$ cat config.mk
export PLATFORM = sky130hd
export DESIGN_NAME = fetch_queue
export DESIGN_NICKNAME = d
export VERILOG_FILES = /design/src/rtl/fetch_queue.sv
export SDC_FILE = /design/constraint.sdc
export NUM_CORES = 1
export LEC_CHECK = 0
export BUFFER_PORTS_ARGS = -buffer_cell sky130_fd_sc_hd__buf_2
export CAP_MARGIN = 20
export CORE_UTILIZATION = 50
export DETAILED_ROUTE_END_ITERATION = 6
export MAX_ROUTING_LAYER = met4
export PLACE_DENSITY = 0.75
export SYNTH_ARGS = -nofsm -noshare
export SYNTH_HDL_FRONTEND = slang
export SYNTH_SLANG_ARGS = --single-unit
$ cat constraint.sdc
create_clock -name clk -period 5.6 [get_ports clk]
set_input_delay 1.4 -clock clk [delete_from_list [all_inputs] [get_ports clk]]
set_output_delay 1.4 -clock clk [all_outputs]
set_load 0.005 [all_outputs]
$ cat src/rtl/fetch_queue.sv
// Instruction prefetch queue: drives the fetch PC, buffers {pc, instr} pairs, and presents the oldest to decode.
// Latency: a word fetched at edge N is at the head right after edge N when the queue was empty; head is combinational.
// Backpressure: out_ready=0 holds the head stable; when full, fetch stalls unless a pop frees a slot the same cycle.
module fetch_queue #(
  parameter int unsigned DEPTH    = 4,
  parameter logic [31:0] RESET_PC = 32'h0000_0000,
  parameter logic [31:0] NOP      = 32'h0000_0013
) (
  input  logic                     clk,
  input  logic                     reset,
  output logic [31:0]              imem_addr,
  input  logic [31:0]              imem_rdata,
  input  logic                     fetch_en,
  input  logic                     redirect_valid,
  input  logic [31:0]              redirect_pc,
  output logic                     out_valid,
  output logic [31:0]              out_instr,
  output logic [31:0]              out_pc,
  input  logic                     out_ready,
  output logic [$clog2(DEPTH):0]   count
);

  localparam int AW = $clog2(DEPTH);
  localparam int CW = AW + 1;

  // Entry storage; never reset because the head is gated by occupancy.
  logic [31:0] instr_mem [DEPTH];
  logic [31:0] pc_mem    [DEPTH];

  logic [31:0]   pc_q, pc_d;
  logic [AW-1:0] wr_ptr_q, wr_ptr_d;
  logic [AW-1:0] rd_ptr_q, rd_ptr_d;
  logic [CW-1:0] count_q, count_d;

  logic pop;
  logic push;
  logic not_full;

  // The low redirect bits are dropped; instructions are word aligned.
  logic unused_redirect_lsb;
  assign unused_redirect_lsb = ^redirect_pc[1:0];

  assign not_full = (count_q < CW'(DEPTH));
  assign pop      = out_valid & out_ready;
  // A full queue may still accept a word when the head leaves in the same cycle.
  assign push     = fetch_en & ~redirect_valid & (not_full | pop);

  // Next-state for PC, pointers and occupancy; redirect flushes everything.
  always_comb begin
    pc_d     = pc_q;
    wr_ptr_d = wr_ptr_q;
    rd_ptr_d = rd_ptr_q;
    count_d  = count_q;
    if (redirect_valid) begin
      pc_d     = {redirect_pc[31:2], 2'b00};
      wr_ptr_d = '0;
      rd_ptr_d = '0;
      count_d  = '0;
    end else begin
      if (push) begin
        pc_d     = pc_q + 32'd4;
        wr_ptr_d = wr_ptr_q + AW'(1);
      end
      if (pop) begin
        rd_ptr_d = rd_ptr_q + AW'(1);
      end
      if (push && !pop) begin
        count_d = count_q + CW'(1);
      end else if (pop && !push) begin
        count_d = count_q - CW'(1);
      end
    end
  end

  // Control state registers with synchronous reset overriding everything else.
  always_ff @(posedge clk) begin
    if (reset) begin
      pc_q     <= RESET_PC;
      wr_ptr_q <= '0;
      rd_ptr_q <= '0;
      count_q  <= '0;
    end else begin
      pc_q     <= pc_d;
      wr_ptr_q <= wr_ptr_d;
      rd_ptr_q <= rd_ptr_d;
      count_q  <= count_d;
    end
  end

  // Capture the fetched word together with the address it came from.
  always_ff @(posedge clk) begin
    if (push && !reset) begin
      instr_mem[wr_ptr_q] <= imem_rdata;
      pc_mem[wr_ptr_q]    <= pc_q;
    end
  end

  assign imem_addr = pc_q;
  assign count     = count_q;
  assign out_valid = (count_q != '0);
  assign out_instr = out_valid ? instr_mem[rd_ptr_q] : NOP;
  assign out_pc    = out_valid ? pc_mem[rd_ptr_q]    : 32'h0;

endmodule

==> results.md, run 1 <==
- Outcome: complete, no violations
- Number of top-level pins: 169
- Number of synthesized flops with an enable pin: 248
- Post-detailed-route wirelength per cell: 20.7 um
- Launch point of the worst hold path: wr_ptr_q[1]$_SDFFE_PP0P_
- Hold Buf Count CTS: 0
- Final worst hold slack: 0.514 ns
- Capture point of the worst reg-to-reg path: count[2]$_SDFFE_PP0P_
- Sum of overflow across all layers after global routing: 0
- H-tree depth reported by CTS: 1
- Final count of hold timing violations: 0
- R2R cell count: 10
- Final number of max-transition violations: 0
- P&R area growth vs syn: 17.9%
- # clock sinks: 287
- Clock transition at the registers of the reported paths: 0.06 ns
- Cell variety after synth: 47
- Total via count after detailed routing: 6268
- Endpoint with the worst hold slack: wr_ptr_q[1]$_SDFFE_PP0P_
- Top_reg_cell synth: edfxtp_1
- Die X: 154 um
- CTS max path bufs: 3
- Maxcap violations: 0
- Number of failing setup endpoints in the final timing report: 0
- Crit path max-delay cell type: dfxtp_4
- Maximum vdd drop: 0.253 mV
- Pwr dens: between 300 and 400 nW/um^2
- Nature of the critical path endpoint: output port
- Number of nets at the end of the flow: 897
- Leakage Power: 4.75 nW
- Period utilization: 0.743
- Number of post-CTS setup repair buffers: 0
- Mapped Avg Cell Area: 17.6 um^2
- Port Buffer Count: between 150 and 200
- CP startpoint kind: flip-flop
- Slew margin rel.: 0.313
- Wire length reported by the detailed router: 23400 um
- HPWL after detailed placement: 13300 um
- Transition time at the pin with the least slew margin: 1.03 ns
- Antenna violations before repair: 2
- Async set-or-reset flop fraction in the synthesized netlist: 0
- Worst flop-to-flop path startpoint: count[2]$_SDFFE_PP0P_
- Data required time of the worst path: 4.20 ns
- Worst setup path category: flip-flop to output port
- Critical path's top delay family: flip-flops
- R2r setup slk: 2.74 ns
- Critical Path AT: between 2 and 3 ns
- Number of instances resized during post-cts repair: 0
- Skew-Pair Late Insertion Delay: 0.55 ns
- Number of buffers created by CTS: 30
- Vias in the first global route: approximately 6300
- First-pass GRT wire length: 36100 um
- Layout cell share with drive strength beyond 1: 0.344
- Number of buffer and inverter instances along the worst setup path: 2
- Y dimension of the die: around 150 um
- Clock tree from TritonCTS: built
- Layout Skew: 0.0250 ns
- Cell chain of the critical path: buf_4 -> mux4_2 -> and2_1 -> buf_2
- Placeable core region: between 20000 and 25000 um^2
- Buffer type at the clock tree root: clkbuf_16
- Initial standard-cell utilization of the core: 0.510
- Initial DRC count: ~320
- Seq/Total Area, Yosys: 0.713
- Sum of negative setup slack: 0 ns
- Die area: approximately 24000 um^2
- Warnings, synthesis: 0
- Count of nets left with antenna violations after detail routing: 0
- Shortest clock period the worst path allows after layout: between 4 and 5 ns
- Iteration count of the initial detailed-routing pass: 4
- Synthesis-stage register bit count: 287
- Synthesized area: 11500 um^2
- GRT Util Overall: 0.207
- Maximum number of pins on one net before global-route repair: 63
- Worst Hold Path Cells: 2
- Type of the most critical hold path: flip-flop to flip-flop
- Post-DR vias/cell: between 5 and 6
- Setup repair after global routing missed its margin: false
- Drc violations: 0
- Top achievable clock speed: 0.240 GHz
- Cell count after synthesis: 656
- Maximum fanout encountered on the critical timing path: 42
- Slowest Stage Delay on Critical Path: just under 1 ns
- Final weighted congestion in routability-driven placement: 0.761
- Row count: 55
Yosys cell counts, types with 6 or more instances:
master      n  share of area
a211oi_1   19          0.012
a21oi_1     7         0.0030
and2_1     64          0.035
buf_2       7         0.0030
clkbuf_1   20         0.0065
dfxtp_1    39          0.068
edfxtp_1  248           0.65
ha_1        6         0.0065
inv_1       6         0.0020
mux4_2     62           0.12
nand2_1    25         0.0081
nand3_1    15         0.0065
nand4_1    14         0.0076
nor2_1     33          0.011
xnor2_1    10         0.0076
xor2_1     24          0.018
state kept, by name, indices dropped and copies added (netlist names), named ones only:
register   count
pc_mem       120
imem_addr     30
instr_mem    128
wr_ptr_q       2
count          3
rd_ptr_q       2
cells by family after synthesis:
kind of cell | after synthesis | synth area share
DFF | 287 | 0.713
and+or+nand+nor | 187 | 0.0908
muxes | 64 | 0.123
buffers and inverters | 42 | 0.0182
AOI/OAI and AO/OA | 34 | 0.0206
xor gates and xnor gates | 34 | 0.0258
adders and majority gates | 7 | 0.00824
other | 1 | 0.000325
per-stage QoR:
stage	util	area [um^2]	total power, mW	worst slack [ns]	instances
6_report	0.601	13600	4.70	1.44	1131
4_1_cts	0.600	13600	4.74	1.32	1128
2_1_floorplan	-	11500	2.60	1.75	659
5_1_grt	0.601	13600	4.85	1.21	1131
3_3_place_gp	0.556	12600	2.75	1.92	1073
3_5_place_dp	0.556	12600	2.75	1.90	1073
report_power, final:
| group | total [mW] | internal, mW | switching, mW |
|---|---|---|---|
| Clock | 1.99 | 1.22 | 0.776 |
| Sequential | 2.42 | 2.36 | 0.0541 |
| Combinational | 0.290 | 0.143 | 0.148 |
per-layer routing:
metal  share of wire  vias up  track usage
met5               0        -            -
met4           0.020        0       0.0486
met3           0.057       45       0.0341
met2            0.47      212        0.321
met1            0.45     3133        0.288
li1                -     2878            -
worst max-delay path by stage:
stage	start	endpoint	slack (ns)	cells after the start
floorplan	out_ready	instr_mem[0][0]$_DFFE_PP_	1.75	4
global placement	flip-flop	out_instr[9]	1.92	4
detailed placement	flip-flop	out_instr[18]	1.90	4
CTS	flip-flop	out_instr[18]	1.32	4
global route	flip-flop	out_instr[18]	1.21	4
finish	flip-flop	out_instr[9]	1.44	4
cell usage in the layout, fill, tap and decap left out, drive strengths merged, types with 7 or more instances in the layout:
cell type / instances
xnor2: 10
nand2: 25
xor2: 24
nand3: 16
edfxtp: 248
and3: 7
clkbuf: 41
and2: 67
buf: 166
mux4: 62
nor2: 33
dfxtp: 39
clkinv: 10
and4: 7
a211oi: 20
a21oi: 7
nand4: 14
tightest hold or removal path: cells and delay by family, from the launching register on:
family | cells | cell delay [ns]
flops | 1 | 0.34
simple gates | 1 | 0.06
compound gates | 1 | 0.06
area by class of cell:
cell class / count / area, um^2
Inverter: 6 / 22.5
Tap cell: 285 / 357
Timing Repair Buffer: 166 / 853
Antenna cell: 2 / 5.00
Multi-Input combinational cell: 330 / 3130
Fill cell: 1726 / 9040
Sequential cell: 287 / 8240
Clock buffer: 41 / 835
Clock inverter: 14 / 161
Note: power is estimated with default switching activity, not from simulation.
==> inputs of run 2 (changes only) <==
==> constraint.sdc (replaced) <==
create_clock -name clk -period 4 [get_ports clk]
set_input_delay 1 -clock clk [delete_from_list [all_inputs] [get_ports clk]]
set_output_delay 1 -clock clk [all_outputs]
set_load 0.005 [all_outputs]
==> run 2 against run 1 <==
Critical endpoint is now out_pc[9]. Clock skew is 0.0072 ns lower. Sequential share of layout area decreased by 0.14 points. Largest power group unchanged. Utilization is 0.14 points higher.
==> results.md, run 2 (synthesis results as in run 1) <==
- Outcome: complete, no violations
- # clock sinks: 287 (unchanged)
- Total via count after detailed routing: 6378 (+1.8%)
- Placeable core region: 22600 um^2 (unchanged)
- Capture point of the worst reg-to-reg path: count[2]$_SDFFE_PP0P_
- HPWL after detailed placement: 14200 um (+6.8%)
- Clock tree from TritonCTS: built
- Comb power frac: 0.066 (+0.004)
- Wire length reported by the detailed router: 23400 um (about the same)
- Drc violations: 0 (unchanged)
- Critical Path AT: 2.45 ns (-0.31 ns)
- H-tree depth reported by CTS: 1 (unchanged)
- Post-detailed-route wirelength per cell: 20.6 um (-0.44%)
- Maximum vdd drop: 0.393 mV (+55%)
- Commonest non-fill, non-tap cell in the layout: edfxtp_1
- Met2 Track Usage GR: 0.328 (+0.00649)
- Pwr dens: 463 nW/um^2 (+34%)
- Number of failing setup endpoints in the final timing report: 0 (unchanged)
- Maxcap violations: 0 (unchanged)
- Clock transition at the registers of the reported paths: 0.06 ns (about the same)
- Final count of hold timing violations: 0 (unchanged)
- Row count: 55 (unchanged)
- R2r setup slk: 1.54 ns (-1.20 ns)
- P&R area growth vs syn: 18.1%
- Worst flop-to-flop path startpoint: count[2]$_SDFFE_PP0P_
- Port Buffer Count: 162 (unchanged)
- Net load switching power: 1.33 mW (+36%)
- Final weighted congestion in routability-driven placement: 0.833 (+9.4%)
- Antenna violations before repair: 1 (-1)
- Sum of negative setup slack: 0 ns (unchanged)
- Layout cell share with drive strength beyond 1: 0.351 (+0.00775)
- Met3 demand-to-capacity share in global routing: 0.0361 (+0.00197)
- Period utilization: 0.863
- Number of post-CTS setup repair buffers: 0 (unchanged)
- Share of total power consumed by net switching: 0.211 (+0.00265)
- Buffer type at the clock tree root: clkbuf_16
- First-pass GRT wire length: 36600 um (+1.4%)
- Fillers: 1707 (-1.1%)
- Setup repair after global routing missed its margin: false
- Initial DRC count: 374 (+16%)
- GRT Util Overall: 0.211 (+0.00420)
- Number of nets at the end of the flow: 905 (+0.89%)
- Number of top-level pins: 169 (unchanged)
- Final standard cell area without fillers: 13600 um^2 (+0.23%)
- Maximum fanout encountered on the critical timing path: 27 (-36%)
- Fraction of the core area covered by cells at the end of the flow: 0.602 (+0.00138)
- CP startpoint kind: flip-flop
- Final worst hold slack: 0.524 ns (+0.00938 ns)
- Post-DR vias/cell: 5.61 (+1.2%)
- Most flop-heavy register: instr_mem
- Vias in the first global route: 6359 (+0.28%)
- Layout Skew: 0.0178 ns (-0.00720 ns)
- Design internal power: 4.99 mW (+34%)
- Type of the most critical hold path: flip-flop to flip-flop
- Sequential fraction of design power: 0.535 (+0.021)
- Data required time of the worst path: 3.00 ns (-1.20 ns)
- Die X: 154 um (unchanged)
- CTS max path bufs: 3 (unchanged)
- Number of instances resized during post-cts repair: 0 (unchanged)
- Hold Buf Count CTS: 0 (unchanged)
- Number of buffers created by CTS: 29 (-3.3%)
- Met1 global-route usage: 0.293 (+0.00502)
- Nature of the critical path endpoint: output port
- Sum of overflow across all layers after global routing: 0 (unchanged)
- Worst setup path category: flip-flop to output port
- Capturing element of the worst setup path: out_pc[9]
- Die area: 23700 um^2 (unchanged)
- Count of nets left with antenna violations after detail routing: 0 (unchanged)
- Area of combinational cells with multiple inputs: 3130 um^2 (unchanged)
- Slew margin rel.: 0.511 (+0.198)
- Maximum number of pins on one net before global-route repair: 63 (unchanged)
- Most used cells in the layout excluding fill and tap cells: edfxtp_1, buf_2, and2_1
- R2R cell count: 9 (-1)
- Top achievable clock speed: between 0.2 and 0.3 GHz
- Leakage Power: 4.77 nW (+0.43%)
- Clock network fraction of total power: 0.399 (-0.025)
- Iteration count of the initial detailed-routing pass: 4 (unchanged)
- Shortest clock period the worst path allows after layout: 3.45 ns
- Skew-Pair Late Insertion Delay: 0.53 ns (-0.02 ns)
- Register cell area after layout: 8240 um^2 (unchanged)
- Transition time at the pin with the least slew margin: 0.729 ns (-0.302 ns)
- Instance area after placement: 12700 um^2 (+1.1%)
- Initial standard-cell utilization of the core: 0.510 (unchanged)
- Y dimension of the die: 154 um (unchanged)
- Global routing's busiest layer: met2
- Flip-flop count of the largest register after layout: 128 (unchanged)
- Final number of max-transition violations: 0 (unchanged)
-- run 2: final cells by class --
class	count	area share
timing repair buffer	175	0.0731
antenna	1	0.000184
clock inverter	15	0.00863
sequential	287	0.604
inverter	6	0.00165
clock buffer	38	0.0565
tap	285	0.0262
multi-input combinational	330	0.230
-- run 2: worst max-delay path: stages, from the launching register on --
cell and delay, ns:
dfxtp_4 0.73, buf_4 0.36, mux4_2 0.53, and2_1 0.17, buf_2 0.12
-- run 2: routing by layer --
layer	share of wire	vias to the layer above
li1	-	2898
met1	0.44	3181
met2	0.47	264
met3	0.066	35
met4	0.021	0
met5	0	-
-- run 2: worst min-delay path by stage --
| stage | startpoint | end | slack [ns] | cells after the start |
|---|---|---|---|---|
| after floorplan | wr_ptr_q[1]$_SDFFE_PP0P_ | wr_ptr_q[1]$_SDFFE_PP0P_ | 0.47 | 2 |
| after global placement | wr_ptr_q[1]$_SDFFE_PP0P_ | wr_ptr_q[1]$_SDFFE_PP0P_ | 0.48 | 2 |
| after detailed placement | wr_ptr_q[1]$_SDFFE_PP0P_ | wr_ptr_q[1]$_SDFFE_PP0P_ | 0.49 | 2 |
| after CTS | wr_ptr_q[1]$_SDFFE_PP0P_ | wr_ptr_q[1]$_SDFFE_PP0P_ | 0.53 | 2 |
| after global routing | wr_ptr_q[1]$_SDFFE_PP0P_ | wr_ptr_q[1]$_SDFFE_PP0P_ | 0.54 | 2 |
| final | wr_ptr_q[1]$_SDFFE_PP0P_ | wr_ptr_q[1]$_SDFFE_PP0P_ | 0.52 | 2 |
-- run 2: stage by stage --
stage,setup slack (ns),total power [mW],cells
after floorplan,0.553,3.65,659
after global placement,0.961,3.85,1082
after detailed placement,0.967,3.85,1082
after CTS,0.429,6.38,1135
after global routing,0.379,6.54,1137
final,0.549,6.31,1137
-- run 2: power groups by stage --
stage                     clock network, mW  logic (mW)  registers, mW
after CTS                              2.58       0.414           3.38
after floorplan                           0       0.228           3.42
after detailed placement                  0       0.411           3.44
after global routing                   2.70       0.457           3.39
after global placement                    0       0.408           3.44
final                                  2.52       0.415           3.38
